[config.mk]
export PLATFORM = sky130hd
export DESIGN_NAME = clock_set_ctrl_flat
export DESIGN_NICKNAME = d
export VERILOG_FILES = /design/src/rtl/clock_set_ctrl_pkg.sv /design/src/rtl/clock_set_ctrl_if.sv /design/src/rtl/clock_set_ctrl_btn_repeat.sv /design/src/rtl/clock_set_ctrl.sv /design/src/flat_wrapper.sv
export SDC_FILE = /design/constraint.sdc
export NUM_CORES = 1
export LEC_CHECK = 0
export CORE_MARGIN = 3
export CORE_UTILIZATION = 57
export CTS_BUF_LIST = sky130_fd_sc_hd__clkbuf_8 sky130_fd_sc_hd__clkbuf_16
export CTS_CLUSTER_SIZE = 24
export DETAILED_ROUTE_END_ITERATION = 8
export MAX_ROUTING_LAYER = met4
export PLACE_DENSITY = 0.79
export SETUP_SLACK_MARGIN = 0.2
export SLEW_MARGIN = 20
export SYNTH_ARGS = -nofsm -noshare
export SYNTH_HDL_FRONTEND = slang
export SYNTH_SLANG_ARGS = --single-unit
export TNS_END_PERCENT = 100
[constraint.sdc]
create_clock -name i_clk -period 3.2 [get_ports i_clk]
set_input_delay 0.64 -clock i_clk [delete_from_list [all_inputs] [get_ports i_clk]]
set_output_delay 0.64 -clock i_clk [all_outputs]
set_load 0.03 [all_outputs]
[src/rtl/clock_set_ctrl_pkg.sv]
// Shared encodings for the wall-clock set controller: FSM states, field codes, BCD limits.
package clock_set_ctrl_pkg;

  typedef enum logic [1:0] {
    ST_RUN     = 2'd0,
    ST_SET_HR  = 2'd1,
    ST_SET_MIN = 2'd2
  } state_e;

  typedef enum logic [1:0] {
    FIELD_NONE = 2'd0,
    FIELD_HR   = 2'd1,
    FIELD_MIN  = 2'd2
  } field_e;

  localparam logic [7:0] BCD_59 = 8'h59;

  function automatic int unsigned max_u(input int unsigned a, input int unsigned b);
    return (a > b) ? a : b;
  endfunction

  function automatic field_e field_of(input state_e s);
    case (s)
      ST_SET_HR:  return FIELD_HR;
      ST_SET_MIN: return FIELD_MIN;
      default:    return FIELD_NONE;
    endcase
  endfunction

endpackage

[src/rtl/clock_set_ctrl_if.sv]
// Button/tick inputs and counter-control outputs between clock_set_ctrl and the clock datapath.
interface clock_set_ctrl_if;
  logic       i_tick;
  logic       i_btn_mode;
  logic       i_btn_up;
  logic       i_btn_down;
  logic [7:0] i_sec_q;
  logic [7:0] i_min_q;
  logic       o_sec_ena;
  logic       o_min_ena;
  logic       o_hr_ena;
  logic       o_inc;
  logic       o_sec_clr;
  logic [1:0] o_field;
  logic       o_blink;
  logic       o_running;

  modport master (
    input  i_tick, i_btn_mode, i_btn_up, i_btn_down, i_sec_q, i_min_q,
    output o_sec_ena, o_min_ena, o_hr_ena, o_inc, o_sec_clr, o_field, o_blink, o_running
  );

  modport slave (
    output i_tick, i_btn_mode, i_btn_up, i_btn_down, i_sec_q, i_min_q,
    input  o_sec_ena, o_min_ena, o_hr_ena, o_inc, o_sec_clr, o_field, o_blink, o_running
  );
endinterface

[src/rtl/clock_set_ctrl_btn_repeat.sv]
// Rising-edge detector with hold/auto-repeat counter for one debounced button.
module btn_repeat
  import clock_set_ctrl_pkg::*;
#(
  parameter int unsigned HOLD_CYCLES   = 50_000_000,
  parameter int unsigned REPEAT_CYCLES = 10_000_000
) (
  input  logic i_clk,
  input  logic i_reset,
  input  logic i_btn,
  input  logic i_clear,
  output logic o_req
);

  localparam int unsigned CNT_W = $clog2(max_u(HOLD_CYCLES, REPEAT_CYCLES) + 1);
  localparam logic [CNT_W-1:0] HOLD_V = CNT_W'(HOLD_CYCLES);
  localparam logic [CNT_W-1:0] REP_V  = CNT_W'(REPEAT_CYCLES);

  logic             btn_q;
  logic             rep_q, rep_d;
  logic [CNT_W-1:0] cnt_q, cnt_d;
  logic             press;

  // A zero count means idle: a held button only counts after a fresh press,
  // so a clear while held suppresses repeats until the button is re-pressed.
  always_comb begin
    o_req = 1'b0;
    cnt_d = cnt_q;
    rep_d = rep_q;
    press = i_btn & ~btn_q;
    if (i_clear || !i_btn) begin
      cnt_d = '0;
      rep_d = 1'b0;
    end else if (press) begin
      o_req = 1'b1;
      cnt_d = CNT_W'(1);
      rep_d = 1'b0;
    end else if (cnt_q != '0) begin
      if ((!rep_q && cnt_q == HOLD_V) || (rep_q && cnt_q == REP_V)) begin
        o_req = 1'b1;
        cnt_d = CNT_W'(1);
        rep_d = 1'b1;
      end else if (cnt_q != '1) begin
        cnt_d = cnt_q + CNT_W'(1);
      end
    end
  end

  // btn_q tracks the button through reset so a press held from reset is not an edge.
  always_ff @(posedge i_clk) begin
    btn_q <= i_btn;
    if (i_reset) begin
      cnt_q <= '0;
      rep_q <= 1'b0;
    end else begin
      cnt_q <= cnt_d;
      rep_q <= rep_d;
    end
  end

endmodule

[src/rtl/clock_set_ctrl.sv]
// Run/set sequencer for the wall clock: tick cascade in RUN, button-driven field adjust in SET.
module clock_set_ctrl
  import clock_set_ctrl_pkg::*;
#(
  parameter int unsigned HOLD_CYCLES   = 50_000_000,
  parameter int unsigned REPEAT_CYCLES = 10_000_000
) (
  input  logic             i_clk,
  input  logic             i_reset,
  clock_set_ctrl_if.master bus
);

  state_e state_q, state_d;
  field_e field_q, field_d;
  logic   mode_q, mode_edge, clear;
  logic   req_up, req_dn;
  logic   sec_ena_q, sec_ena_d, min_ena_q, min_ena_d, hr_ena_q, hr_ena_d;
  logic   inc_q, inc_d, sec_clr_q, sec_clr_d, blink_q, blink_d, running_q, running_d;

  assign mode_edge = bus.i_btn_mode & ~mode_q;
  assign clear     = (bus.i_btn_up & bus.i_btn_down) | mode_edge;

  btn_repeat #(.HOLD_CYCLES(HOLD_CYCLES), .REPEAT_CYCLES(REPEAT_CYCLES)) u_up (
    .i_clk(i_clk), .i_reset(i_reset), .i_btn(bus.i_btn_up), .i_clear(clear), .o_req(req_up)
  );

  btn_repeat #(.HOLD_CYCLES(HOLD_CYCLES), .REPEAT_CYCLES(REPEAT_CYCLES)) u_dn (
    .i_clk(i_clk), .i_reset(i_reset), .i_btn(bus.i_btn_down), .i_clear(clear), .o_req(req_dn)
  );

  always_comb begin
    state_d   = state_q;
    sec_ena_d = 1'b0;
    min_ena_d = 1'b0;
    hr_ena_d  = 1'b0;
    inc_d     = 1'b1;
    sec_clr_d = 1'b0;
    blink_d   = blink_q;

    // Cascade keys off the pre-transition state, so a tick still counts on the mode edge.
    if (state_q == ST_RUN && bus.i_tick) begin
      sec_ena_d = 1'b1;
      min_ena_d = (bus.i_sec_q == BCD_59);
      hr_ena_d  = (bus.i_sec_q == BCD_59) && (bus.i_min_q == BCD_59);
    end

    if (mode_edge) begin
      case (state_q)
        ST_RUN:    state_d = ST_SET_HR;
        ST_SET_HR: state_d = ST_SET_MIN;
        default: begin
          state_d   = ST_RUN;
          sec_clr_d = 1'b1;
        end
      endcase
    end else if (state_q != ST_RUN && (req_up || req_dn)) begin
      inc_d = req_up;
      if (state_q == ST_SET_HR) hr_ena_d = 1'b1;
      else                      min_ena_d = 1'b1;
    end

    if (state_d == ST_RUN || state_d != state_q) blink_d = 1'b1;
    else if (bus.i_tick)                         blink_d = ~blink_q;

    field_d   = field_of(state_d);
    running_d = (state_d == ST_RUN);
  end

  always_ff @(posedge i_clk) begin
    mode_q <= bus.i_btn_mode;
    if (i_reset) begin
      state_q   <= ST_RUN;
      field_q   <= FIELD_NONE;
      sec_ena_q <= 1'b0;
      min_ena_q <= 1'b0;
      hr_ena_q  <= 1'b0;
      inc_q     <= 1'b1;
      sec_clr_q <= 1'b0;
      blink_q   <= 1'b1;
      running_q <= 1'b1;
    end else begin
      state_q   <= state_d;
      field_q   <= field_d;
      sec_ena_q <= sec_ena_d;
      min_ena_q <= min_ena_d;
      hr_ena_q  <= hr_ena_d;
      inc_q     <= inc_d;
      sec_clr_q <= sec_clr_d;
      blink_q   <= blink_d;
      running_q <= running_d;
    end
  end

  assign bus.o_sec_ena = sec_ena_q;
  assign bus.o_min_ena = min_ena_q;
  assign bus.o_hr_ena  = hr_ena_q;
  assign bus.o_inc     = inc_q;
  assign bus.o_sec_clr = sec_clr_q;
  assign bus.o_field   = field_q;
  assign bus.o_blink   = blink_q;
  assign bus.o_running = running_q;

endmodule

[src/flat_wrapper.sv]
// flat-port wrapper written by rule: the top's interface ports become plain ports
module clock_set_ctrl_flat import clock_set_ctrl_pkg::*;
#(
  parameter int unsigned HOLD_CYCLES   = 50_000_000,
  parameter int unsigned REPEAT_CYCLES = 10_000_000
)
  (i_clk, i_reset, bus_i_tick, bus_i_btn_mode, bus_i_btn_up, bus_i_btn_down, bus_i_sec_q, bus_i_min_q, bus_o_sec_ena, bus_o_min_ena, bus_o_hr_ena, bus_o_inc, bus_o_sec_clr, bus_o_field, bus_o_blink, bus_o_running);
  clock_set_ctrl_if bus_i ();
  input  logic i_clk;
  input  logic i_reset;
  input wire logic [$bits(bus_i.i_tick)-1:0] bus_i_tick;
  input wire logic [$bits(bus_i.i_btn_mode)-1:0] bus_i_btn_mode;
  input wire logic [$bits(bus_i.i_btn_up)-1:0] bus_i_btn_up;
  input wire logic [$bits(bus_i.i_btn_down)-1:0] bus_i_btn_down;
  input wire logic [$bits(bus_i.i_sec_q)-1:0] bus_i_sec_q;
  input wire logic [$bits(bus_i.i_min_q)-1:0] bus_i_min_q;
  output wire logic [$bits(bus_i.o_sec_ena)-1:0] bus_o_sec_ena;
  output wire logic [$bits(bus_i.o_min_ena)-1:0] bus_o_min_ena;
  output wire logic [$bits(bus_i.o_hr_ena)-1:0] bus_o_hr_ena;
  output wire logic [$bits(bus_i.o_inc)-1:0] bus_o_inc;
  output wire logic [$bits(bus_i.o_sec_clr)-1:0] bus_o_sec_clr;
  output wire logic [$bits(bus_i.o_field)-1:0] bus_o_field;
  output wire logic [$bits(bus_i.o_blink)-1:0] bus_o_blink;
  output wire logic [$bits(bus_i.o_running)-1:0] bus_o_running;
  assign bus_i.i_tick = bus_i_tick;
  assign bus_i.i_btn_mode = bus_i_btn_mode;
  assign bus_i.i_btn_up = bus_i_btn_up;
  assign bus_i.i_btn_down = bus_i_btn_down;
  assign bus_i.i_sec_q = bus_i_sec_q;
  assign bus_i.i_min_q = bus_i_min_q;
  assign bus_o_sec_ena = bus_i.o_sec_ena;
  assign bus_o_min_ena = bus_i.o_min_ena;
  assign bus_o_hr_ena = bus_i.o_hr_ena;
  assign bus_o_inc = bus_i.o_inc;
  assign bus_o_sec_clr = bus_i.o_sec_clr;
  assign bus_o_field = bus_i.o_field;
  assign bus_o_blink = bus_i.o_blink;
  assign bus_o_running = bus_i.o_running;
  clock_set_ctrl #(.HOLD_CYCLES(HOLD_CYCLES), .REPEAT_CYCLES(REPEAT_CYCLES)) u_core (.i_clk(i_clk), .i_reset(i_reset), .bus(bus_i));
endmodule
==> metrics <==
routability cong. 0.926; hold-fix buffers at CTS 0; Setup crit end kind flip-flop; CTS tree built; unrepaired setup endpoints after global routing false; port bufs 30; vias per inst between 6 and 7; Final Cycle Share 79.0%; Post-Syn Nets 424; Worst setup SP type flip-flop; post-synthesis register bit count 68; Least-Margin Pin Slew approximately 830 ps; die width 82.7 microns; crit path max fanout 9; grt ovf 0; detailed placement HPWL 5.44 mm; crit path launch u_core.u_up.cnt_q[10]; PwrDens 435 mW/mm^2; pre-CTS WS 721 ps; Final Max Tran Viols 0; post_cts resized 0; clk_lat worst skew 340 ps; Layout Cell Area excl Fill 0.00395 sq mm; Antenna Nets Post-Route 0; final setup margin 673 ps; hold crit path type reg -> reg; Crit Path Category reg -> reg; io pins 31; CP cell instances nand4_1 > or4_1 > o311ai_2 > or3_1 > xor2_1 > nor2_1; Top Family by Delay on Critical Path simple AND/OR/NAND/NOR gates; post-synthesis cell area 0.00336 sq mm; Final Critical Period 2530 ps; Worst R2R Start u_core.u_up.cnt_q[10]; drt pass-1 iters 5; initial drt markers 242; drc violations 0; most frequent cells in the layout dfxtp_1, nor2_1, clkdlybuf4s50_1; crit path max-delay cell type or4_1; top_reg_cell synth dfxtp_1; Final #Nets 459; Peak supply drop 0.382 mV; LEAKAGE 1.21 nW; number of fill cells roughly 480; number of synthesized flops with an enable pin 0; cells after synthesis 398; die height 82.7 microns; CTS Sinks ~70; initial cell density of the core 59.8%; Buf/Inv on CP 0; status finished clean; Antenna diodes 0; syn avg cell area 8.43 sq um; first-pass GRT wire length 12.7 mm; Syn-to-layout area delta 17.6%; postcts setup bufs 0; number of CTS-inserted buffers 9; Final Total Pwr 1.72 mW; final hold viol count 0; Fin Setup TNS 0 ps; Reg clk slew, reported paths roughly 80 ps; vias in the first global route between 2,000 and 3,000; H-Tree Depth 3; Max-slew headroom a little over two fifths; max-cap viol count 0; worst stage delay on the critical path 680 ps; Core Box Area 0.00561 sq mm; Netlist cell types 46; number of vias in the routed layout 3,062; largest net degree at the start of global routing 25; Total Routing Usage GR 24.7%; Routed wire per std cell roughly 15 microns; Non-Filler Instances just over 500; Yosys warning count 0; initial antenna violation count 0; WL final 7.55 mm; worst path arrival time 2770 ps; final setup vio count 0; hold_sp u_core.u_dn.btn_q; Fin Clk Skew between 10 and 15 ps; Cell Area, Placed 0.00372 sq mm; clock root cell clkbuf_8; leading cell type in the layout, fill and taps excluded dfxtp_1; clock buffer depth 2; sequential area share after synthesis 40.6%; row count 27; worst path required time between 3000 and 4000 ps; fmax 396 MHz; die area 0.00684 sq mm; dpl cells 494; layout cells sized above 1 7.31%; ys async rst share 0%
[registers in the layout, summed over array words and instances, names as in the netlist, 2 cells and up]
register / count
u_core.bus.o_field: 2
u_core.state_q: 2
u_core.u_dn.cnt_q: 26
u_core.u_up.cnt_q: 26
[layer usage]
layer  up-vias  track usage, %  part of all wire [%]
met2       138            34.9                    43
met1      1403            33.9                    48
met4         0            10.3                   1.9
met5         -               -                     0
met3        20            5.64                   7.7
li1       1501               -                     -
[power breakdown]
group	total, mW	switching, mW	internal, mW
Sequential	0.858	0.00504	0.853
Combinational	0.0757	0.0344	0.0414
Clock	0.784	0.342	0.442
Total	1.72	0.381	1.34
[worst paths after layout]
| kind | to | slack [ps] | depth (start not counted) |
|---|---|---|---|
| worst max register to register | u_core.u_up.cnt_q[24] | 670 | 6 |
| worst min register to register | u_core.u_dn.rep_q | 490 | 2 |
| worst min-delay path | u_core.u_dn.rep_q | 490 | 2 |
| worst max-delay path | u_core.u_up.cnt_q[24] | 670 | 6 |
[cell families after synthesis]
| group | Yosys count | share of synthesized area, % |
|---|---|---|
| AOI/OAI and AO/OA | 32 | 7.38 |
| xor gates and xnor gates | 46 | 12.0 |
| adders and majority gates | 4 | 1.49 |
| buffers and inverters | 23 | 2.91 |
| DFF | 68 | 40.6 |
| muxes | 1 | 0.298 |
| and+or+nand+nor | 224 | 35.3 |
[layout make-up]
| type | count | area [sq um] | share of cell area [%] |
|---|---|---|---|
| multi-input cells | 307 | 1900 | 48.1 |
| flip-flops and latches | 68 | 1360 | 34.5 |
| repair buffers | 33 | 323 | 8.18 |
| clock buffers | 9 | 124 | 3.14 |
| clock inverters | 7 | 100 | 2.54 |
| well taps | 72 | 90.1 | 2.28 |
| inverters | 14 | 52.6 | 1.33 |
[cell usage after synthesis (all sizes together) (2+ instances only)]
| cell | count | share of area (%) |
|---|---|---|
| ha | 4 | 1.5 |
| nor2b | 4 | 0.75 |
| dfxtp | 68 | 41 |
| and2 | 2 | 0.37 |
| clkbuf | 5 | 0.56 |
| a21oi | 7 | 1.0 |
| xor2 | 18 | 4.7 |
| buf | 4 | 0.78 |
| and3 | 6 | 1.1 |
| nor3 | 19 | 2.8 |
| xnor2 | 28 | 7.3 |
| nor4bb | 4 | 1.2 |
| o32a | 2 | 0.97 |
| and4 | 3 | 0.78 |
| nor4b | 3 | 0.78 |
| or2 | 5 | 0.93 |
| o32ai | 2 | 0.97 |
| or4 | 11 | 2.7 |
| o21ai | 8 | 1.2 |
| nand2 | 28 | 3.1 |
| o21a | 3 | 0.67 |
| nor4 | 17 | 3.2 |
| nand4 | 21 | 3.9 |
| inv | 14 | 1.6 |
| o22ai | 2 | 0.37 |
| nor2 | 60 | 6.8 |
| nand3 | 29 | 4.3 |
| or3 | 7 | 1.3 |
| nand2b | 2 | 0.37 |
[worst min-delay path: stages, from the launching register on]
cell and delay [ps]:
dfxtp_1 340, nand2_1 80, nor2_1 40
[per-stage QoR]
stage / util (%) / hold slack (ps)
floorplan: - / 439
global placement: 66.4 / 463
detailed placement: 66.4 / 475
CTS: 70.4 / 487
global route: 70.4 / 506
finish: 70.4 / 490
Power figures use the tool's default switching activity.
